<file path="src/rtl/usb_tx_arbiter.sv">
`timescale 1ns/1ps
`default_nettype none
// ============================================================================
// Module   : usb_tx_arbiter
// Brief    : Shares the USB packet-encoder TX port (handshake + DATAx) among
//            EP_NUM endpoint requesters, one packet per grant, with a fixed
//            idle gap after each packet. Round-robin by default; define
//            USB_ARB_FIXED_PRIO_EN for fixed lowest-index-first priority.
// Revision : 1.0 - initial release
// ============================================================================
module usb_tx_arbiter #(
  parameter int EP_NUM     = 2,
  parameter int GAP_CYCLES = 4
) (
  input  logic                  clk,
  input  logic                  rst_n,
  input  logic [EP_NUM-1:0]     req_hsk_i,
  input  logic [2*EP_NUM-1:0]   req_hsk_type_i,
  input  logic [EP_NUM-1:0]     req_data_i,
  input  logic [2*EP_NUM-1:0]   req_dtype_i,
  input  logic [EP_NUM-1:0]     req_tvalid_i,
  input  logic [EP_NUM-1:0]     req_tlast_i,
  input  logic [8*EP_NUM-1:0]   req_tdata_i,
  output logic [EP_NUM-1:0]     req_tready_o,
  output logic [EP_NUM-1:0]     gnt_o,
  output logic [EP_NUM-1:0]     done_o,
  output logic                  err_o,
  output logic                  tx_trn_send_hsk,
  output logic [1:0]            tx_trn_hsk_type,
  input  logic                  tx_trn_hsk_sent,
  output logic                  tx_trn_data_start,
  output logic [1:0]            tx_trn_data_type,
  output logic [7:0]            tx_trn_data,
  output logic                  tx_trn_data_valid,
  output logic                  tx_trn_data_last,
  input  logic                  tx_trn_data_ready
);

  localparam int c_IDX_W = (EP_NUM > 1) ? $clog2(EP_NUM) : 1;
  localparam int c_GAP_W = $clog2(GAP_CYCLES + 1);
  localparam logic [c_GAP_W-1:0] c_GAP_LAST = c_GAP_W'(GAP_CYCLES - 1);

  typedef enum logic [2:0] {
    ST_IDLE   = 3'd0,
    ST_HSK    = 3'd1,
    ST_DSTART = 3'd2,
    ST_DATA   = 3'd3,
    ST_GAP    = 3'd4
  } state_t;

  state_t               r_state;
  logic [EP_NUM-1:0]    r_gnt;
  logic [EP_NUM-1:0]    r_done;
  logic [1:0]           r_hsk_type;
  logic [1:0]           r_dtype;
  logic                 r_send_hsk;
  logic                 r_data_start;
  logic                 r_err;
  logic [c_GAP_W-1:0]   r_gap_cnt;

  logic [EP_NUM-1:0]    w_active;
  logic                 w_any;
  logic [EP_NUM-1:0]    w_win_oh;
  logic                 w_win_hsk;
  logic [1:0]           w_win_ht;
  logic [1:0]           w_win_dt;
  logic                 w_g_valid;
  logic                 w_g_last;
  logic [7:0]           w_g_data;
  logic                 w_stream;

  assign w_active = req_hsk_i | req_data_i;
  assign w_any    = |w_active;

`ifdef USB_ARB_FIXED_PRIO_EN
  always_comb begin
    w_win_oh = '0;
    for (int i = EP_NUM - 1; i >= 0; i--) begin
      if (w_active[i]) begin
        w_win_oh    = '0;
        w_win_oh[i] = 1'b1;
      end
    end
  end
`else
  logic [c_IDX_W-1:0] r_last;
  logic [c_IDX_W-1:0] w_win_idx;

  // Lowest active index above the last grant wins; if none, wrap to the lowest active index.
  always_comb begin
    w_win_oh  = '0;
    w_win_idx = '0;
    for (int i = EP_NUM - 1; i >= 0; i--) begin
      if (w_active[i]) begin
        w_win_oh    = '0;
        w_win_oh[i] = 1'b1;
        w_win_idx   = c_IDX_W'(i);
      end
    end
    for (int i = EP_NUM - 1; i >= 0; i--) begin
      if (w_active[i] && (i > int'(r_last))) begin
        w_win_oh    = '0;
        w_win_oh[i] = 1'b1;
        w_win_idx   = c_IDX_W'(i);
      end
    end
  end

  always_ff @(posedge clk or negedge rst_n) begin
    if (!rst_n) begin
      r_last <= c_IDX_W'(EP_NUM - 1);
    end else if (r_state == ST_IDLE && w_any) begin
      r_last <= w_win_idx;
    end
  end
`endif

  always_comb begin
    w_win_hsk = 1'b0;
    w_win_ht  = '0;
    w_win_dt  = '0;
    w_g_valid = 1'b0;
    w_g_last  = 1'b0;
    w_g_data  = '0;
    for (int i = 0; i < EP_NUM; i++) begin
      if (w_win_oh[i]) begin
        w_win_hsk = req_hsk_i[i];
        w_win_ht  = req_hsk_type_i[2*i +: 2];
        w_win_dt  = req_dtype_i[2*i +: 2];
      end
      if (r_gnt[i]) begin
        w_g_valid = req_tvalid_i[i];
        w_g_last  = req_tlast_i[i];
        w_g_data  = req_tdata_i[8*i +: 8];
      end
    end
  end

  // Stream path is combinational so the encoder sees the granted beat with no added latency.
  assign w_stream          = (r_state == ST_DSTART) || (r_state == ST_DATA);
  assign tx_trn_data       = w_stream ? w_g_data : 8'h00;
  assign tx_trn_data_valid = w_stream & w_g_valid;
  assign tx_trn_data_last  = w_stream & w_g_last;
  assign req_tready_o      = (r_state == ST_DATA) ? (r_gnt & {EP_NUM{tx_trn_data_ready}}) : '0;

  assign gnt_o             = r_gnt;
  assign done_o            = r_done;
  assign err_o             = r_err;
  assign tx_trn_send_hsk   = r_send_hsk;
  assign tx_trn_hsk_type   = r_hsk_type;
  assign tx_trn_data_start = r_data_start;
  assign tx_trn_data_type  = r_dtype;

  always_ff @(posedge clk or negedge rst_n) begin
    if (!rst_n) begin
      r_state      <= ST_IDLE;
      r_gnt        <= '0;
      r_done       <= '0;
      r_hsk_type   <= '0;
      r_dtype      <= '0;
      r_send_hsk   <= 1'b0;
      r_data_start <= 1'b0;
      r_err        <= 1'b0;
      r_gap_cnt    <= '0;
    end else begin
      r_done <= '0;
      r_err  <= 1'b0;
      case (r_state)
        ST_IDLE: begin
          if (w_any) begin
            r_gnt      <= w_win_oh;
            r_hsk_type <= w_win_ht;
            r_dtype    <= w_win_dt;
            if (w_win_hsk) begin
              r_send_hsk <= 1'b1;
              r_state    <= ST_HSK;
            end else begin
              r_data_start <= 1'b1;
              r_state      <= ST_DSTART;
            end
          end
        end
        ST_HSK: begin
          if (tx_trn_hsk_sent) begin
            r_send_hsk <= 1'b0;
            r_done     <= r_gnt;
            r_gnt      <= '0;
            r_state    <= ST_GAP;
          end
        end
        ST_DSTART: begin
          r_data_start <= 1'b0;
          if (w_g_last && !w_g_valid) begin
            r_done  <= r_gnt;
            r_gnt   <= '0;
            r_state <= ST_GAP;
          end else begin
            r_state <= ST_DATA;
          end
        end
        ST_DATA: begin
          if (!w_g_valid) begin
            r_err   <= 1'b1;
            r_done  <= r_gnt;
            r_gnt   <= '0;
            r_state <= ST_GAP;
          end else if (tx_trn_data_ready && w_g_last) begin
            r_done  <= r_gnt;
            r_gnt   <= '0;
            r_state <= ST_GAP;
          end
        end
        ST_GAP: begin
          if (r_gap_cnt == c_GAP_LAST) begin
            r_gap_cnt <= '0;
            r_state   <= ST_IDLE;
          end else begin
            r_gap_cnt <= r_gap_cnt + 1'b1;
          end
        end
        default: r_state <= ST_IDLE;
      endcase
    end
  end

endmodule
`default_nettype wire

</file>
<file path="config.mk">
export PLATFORM = sky130hd
export DESIGN_NAME = usb_tx_arbiter
export DESIGN_NICKNAME = d
export VERILOG_FILES = /design/src/rtl/usb_tx_arbiter.sv
export SDC_FILE = /design/constraint.sdc
export NUM_CORES = 1
export LEC_CHECK = 0
export BUFFER_PORTS_ARGS = -buffer_cell sky130_fd_sc_hd__buf_2
export CAP_MARGIN = 40
export CORE_MARGIN = 5
export CORE_UTILIZATION = 45
export DETAILED_ROUTE_END_ITERATION = 7
export HOLD_SLACK_MARGIN = 0.03
export MAX_ROUTING_LAYER = met4
export PLACE_DENSITY = 0.89
export SLEW_MARGIN = 30
export SYNTH_ARGS = -nofsm -noshare
export SYNTH_HDL_FRONTEND = slang
export SYNTH_SLANG_ARGS = --single-unit
</file>
<file path="constraint.sdc">
create_clock -name clk -period 2 [get_ports clk]
set_input_delay 0.3 -clock clk [delete_from_list [all_inputs] [get_ports clk]]
set_output_delay 0.3 -clock clk [all_outputs]
set_load 0.01 [all_outputs]
</file>
-- After elaboration in Yosys (flattened, before gate mapping)
Cells that the tools add are included.
- add/sub/neg operators: 1
- bitwise logic cells: 4
- reduce and logical (&&, ||, !) cells: 16
- multiplexer cells: 49
- magnitude comparators: 1
- eq/ne operators: 12
- operators by type and width (kind ; count):
    $mux W2 ; 18
    $mux W8 ; 3
    $mux W3 ; 7
    $mux W1 ; 16
    $pmux W3 S5 ; 1
    $ne A2 B2 Y1 const B ; 5
    $eq A3 B2 Y1 const B ; 3
    $pmux W2 S4 ; 1
    $reduce_and A4 Y1 ; 2
    $pmux W2 S3 ; 1
    $reduce_and A5 Y1 ; 1
    $logic_and A1 B1 Y1 ; 4
    $pmux W1 S2 ; 2
    $reduce_bool A2 Y1 ; 2
    $reduce_bool A4 Y1 ; 1
    $add A3 B1 Y3 const B ; 1
    $eq A3 B1 Y1 const B ; 1
    $eq A3 B3 Y1 const B ; 1
    $logic_not A3 Y1 ; 1
    $ne A3 B2 Y1 const B ; 1
    $reduce_and A3 Y1 ; 1
    $and A1 B1 Y1 ; 2
    $and A2 B2 Y2 ; 1
    $ne A2 B1 Y1 const B ; 1
    other kinds (6) ; 6
- bits in registers: 18
- input bits: 36
- logic and storage cells: 93

-- Depth between registers and ports, before layout
- depth in word-level cells: 9
- depth in mapped cells: 6
- mapped depth without buffers: 4

-- Worst setup path after synthesis
No wires, ideal clock.
- path type: register -> register
- from: register r_gnt[0] (netlist: gnt_o[0])
- to: register r_state[0]
- arrival: 1.374 ns
- buffers on the path: 1
- data required time: 1.874 ns
- setup time: 0.126 ns
- slack: 0.500 ns
- stages on the path, launching flop included: 6
- cells stage by stage: dfrtp_1 -> nor2b_4 -> buf_6 -> a32o_2 -> a21o_1 -> a221o_1
- word-level cells in the longest chain between the ends: 6
- ends and longest elaborated chain (element ; RTL line ; RTL):
    start: declaration ; 52 ; logic [EP_NUM-1:0] r_gnt;
    start signal: assignment ; 171 ; r_gnt <= w_win_oh;
    $mux W1 (2 in series) ; 131 ; if (r_gnt[i]) begin
    $logic_not A1 Y1 ; - ;
    $logic_and A1 B1 Y1 ; 193 ; if (w_g_last && !w_g_valid) begin
    $mux W3 ; 193 ;
    $pmux W3 S5 ; 168 ; case (r_state)
    end signal: assignment ; 176 ; r_state <= ST_HSK;
    end signal: assignment ; 196 ; r_state <= ST_GAP;
    end signal: assignment ; 198 ; r_state <= ST_DATA;
    end: declaration ; 51 ; state_t r_state;
Several ways; a longest one is shown, not always the timed one.
A chain may end at the register's enable or synchronous reset.

-- Final worst setup path
- from: register r_state[1]
- to: output port req_tready_o[0]
- word-level cells in the longest chain between the ends: 2
- ends and longest elaborated chain (element ; RTL line ; RTL):
    start signal: assignment ; 156 ; r_state <= ST_IDLE;
    start signal: assignment ; 176 ;
    start signal: assignment ; 179 ; r_state <= ST_DSTART;
    $eq A3 B2 Y1 ; 144 ; assign req_tready_o = (r_state == ST_DATA) ? (r_gnt & {EP_NUM{tx_trn_data_ready}}) : '0;
    $mux W2 ; 144 ;
    end: declaration ; 24 ; output logic [EP_NUM-1:0] req_tready_o,
No other way between the ends.

==> results.cfg <==
[setup_path]
slowest_delay_ns = 0.57
crit_path_start_kind = flop
cp_max_fo = 10
critical_path_buf_inv_count = 1
crit_path_cell_trace = nand2_1 -> nor2_1 -> and3_1 -> buf_2
required_ns = 1.70
worst-setup-path-type = flop to output pin
crit_family = flip-flops
crit_arrival_ns = 1.55
endpoint_kind = output pin
cp_slowest_cell = dfrtp_1

[clocking]
h-tree-depth = 1
clock_latency_ns = 0.30
cts_tree = yes
clk_pin_slew_worst_paths_ns = 0.11
cts_buffer_depth = 2
clock-sinks = 18
post_cts_buffers = 0
numCtsBuffers = 3
cts-root-buf = clkbuf_4

[cells_and_area]
antenna_cells = 0
seqCellArea_um2 = 452.9
drive_gt1_share_pct = 35.90
num-nets-final = 233
final_common_cell = buf_2
fillCellCount = 258
final_cell_mix = 58 x buf_2, 21 x nor2_1, 16 x dfrtp_1
multiInputGateArea_um2 = 658.1
syn_to_final_growth_pct = 27.31

[place]
gp_congestion = 0.8983
post-dp-hpwl_mm = 2.520
place_ws_ns = 0.2863
port-buffer-count = 58

[die]
start_util_pct = 47.65
rows = 18
die_w_um = 61.45
dieArea_um2 = 3776
io_pins = 59
core-area_um2 = 2500
die_height_um = 61.45

[power_and_ir_drop]
power.leakage_nw = 0.7770
peakVddDrop_uv = 967.5
power_density_nw_per_um2 = 1230

[yosys]
syn_nets = 175
synth-simple-area-share_pct = 27.63
synth.distinct_cells = 41
ys_seq_elements = 18
avgSynthCellArea_um2 = 8.631
ys_seq_area_share_pct = 37.92
synth_compound_area_share_pct = 26.58
synth_top_family_by_area = simple AND/OR/NAND/NOR gates
synthAdderAreaFrac_pct = 1.050
yosysTopAreaCell = dfrtp_1
synth_xor_area_share_pct = 0
synth_area_leaders = dfrtp_1 36%, a22oi_1 6.9%, nor2_1 6.6%, nand2_1 4.1%, buf_6 2.8%
synth_cells = 138
syn_area_um2 = 1191
muxShareOfSynthArea_pct = 0
yosys_warnings = 0
yosysTopAreaCellShare_pct = 35.71

[outcome]
run_status = finished clean

[timing]
final.setup.tns_ns = 0
tightestPinTransition_ns = 0.4132
hold_violations = 0
setup_ws_ns = 0.1488
drv_slew = 0
fin_skew_ns = 0.01229
slew_headroom_pct = 72.45
fmax_mhz = 540.2
setup_viol = 0
fin_crit_sh_pct = 92.56
timing.final.crit_period_ns = 1.851
rsz0062_at_grt = no

[detailed_routing]
drt_wl_total_mm = 3.176
drt.antenna.violating_nets = 0
via_per_inst = 5.498
first_pass_iters = 4
vias = 1237
drc = 0
detail_route.wl_per_cell_um = 14.12
drt_iter0_markers = 43

[global_route]
grt_pass1_vias = 1137
grt_pass1_wl_mm = 4.885
grt_overflow = 0
grt_start_max_net_pins = 20
antenna_found_initial = 0
track_usage_pct = 18.17

[flow_run]
cap_violations = 0

[hold_path]
hold_path_class = input pin to flop
## flip-flops by register name, indices dropped and copies added, names as in the netlist
signal,count
r_last,1
tx_trn_data_type,2
err_o,1
r_gap_cnt,3
tx_trn_send_hsk,1
tx_trn_hsk_type,2
tx_trn_data_start,1
done_o,2
r_state,3
gnt_o,2
## kinds of logic (layout without fill, tap and decap cells)
family	Yosys count	after routing
flops	18	18
buf+inv	15	72
simple gates	61	61
fa+ha+maj	1	1
compound gates	43	43
## Yosys cell counts
cell type,count
nor2_1,21
nand3_1,2
o22a_1,1
nor2b_1,2
a41oi_1,1
clkbuf_1,3
a2bb2oi_1,1
nor4_2,1
a21oi_1,4
or2_2,1
and2_1,4
and3_1,4
nor2b_4,1
o22ai_1,1
buf_2,2
nor3_4,1
a211oi_1,3
o21ai_0,5
o21bai_1,2
a221o_1,3
a32o_1,1
buf_6,3
nand4b_1,1
nand4_1,1
a31oi_1,3
dfstp_2,1
nor4_1,1
a22oi_1,11
dfrtp_1,17
nand4bb_1,1
o21a_1,1
inv_1,7
nor3b_1,2
ha_1,1
a41o_1,1
nand2_1,13
a21o_1,3
a32o_2,1
nand2b_1,4
nand3b_1,1
a32oi_1,1
## worst paths after layout
kind	start	end	slack, ns	cells after the start
min in group asynchronous	rst_n	tx_trn_send_hsk$_DFFE_PN0P_	0.44	2
worst min-delay path	req_dtype_i[2]	tx_trn_data_type[0]$_DFFE_PN0P_	0.23	2
worst max-delay path	r_state[1]$_DFFE_PN0P_	req_tready_o[0]	0.15	4
worst min register to register	r_gap_cnt[2]$_DFFE_PN0N_	r_gap_cnt[2]$_DFFE_PN0N_	0.51	2
worst max register to register	r_state[1]$_DFFE_PN0P_	tx_trn_data_type[0]$_DFFE_PN0P_	0.27	4
max in group asynchronous	rst_n	r_last$_DFFE_PN1P_	1.22	2
## report_power, final
part           switching [W]  internal [W]  total [W]
combinational       0.000514      0.000452   0.000966
clock               0.000117     0.0000778   0.000195
sequential          0.000187      0.000517   0.000704
total               0.000818       0.00105    0.00186
## area by class of cell
class / count / share of cell area, %
repair buffers: 61 / 20.79
flip-flops and latches: 18 / 29.87
clock buffers: 4 / 1.733
well taps: 30 / 2.475
inverters: 7 / 1.733
multi-input cells: 105 / 43.40
## per-stage QoR
stage / util [%] / power (W) / cells / hold WS [ns] / instance area, um^2
final: 60.66 / 0.001865 / 225 / 0.2303 / 1516
after global routing: 60.66 / 0.002027 / 225 / 0.2208 / 1516
after CTS: 60.61 / 0.001879 / 225 / 0.2200 / 1515
after detailed placement: 59.16 / 0.001679 / 220 / 0.2570 / 1479
after global placement: 59.16 / 0.001651 / 220 / 0.2534 / 1479
after floorplan: - / 0.001416 / 138 / 0.004409 / 1191
## timing repair
| item | in CTS | in global routing |
|---|---|---|
| gates resized for setup | 0 | 1 |
| hold buffers | 1 | 0 |
| hold endpoints to repair | 17 | 0 |
| setup endpoints to repair | 0 | 3 |
## metal layers
layer | global-route usage, % | share of wire, % | up-vias
met5 | - | 0 | -
met4 | 9.091 | 1.8 | 0
met3 | 3.983 | 11 | 6
met2 | 31.57 | 45 | 60
met1 | 19.33 | 42 | 553
li1 | - | - | 618
No activity file was read; power rests on OpenSTA's default activity.
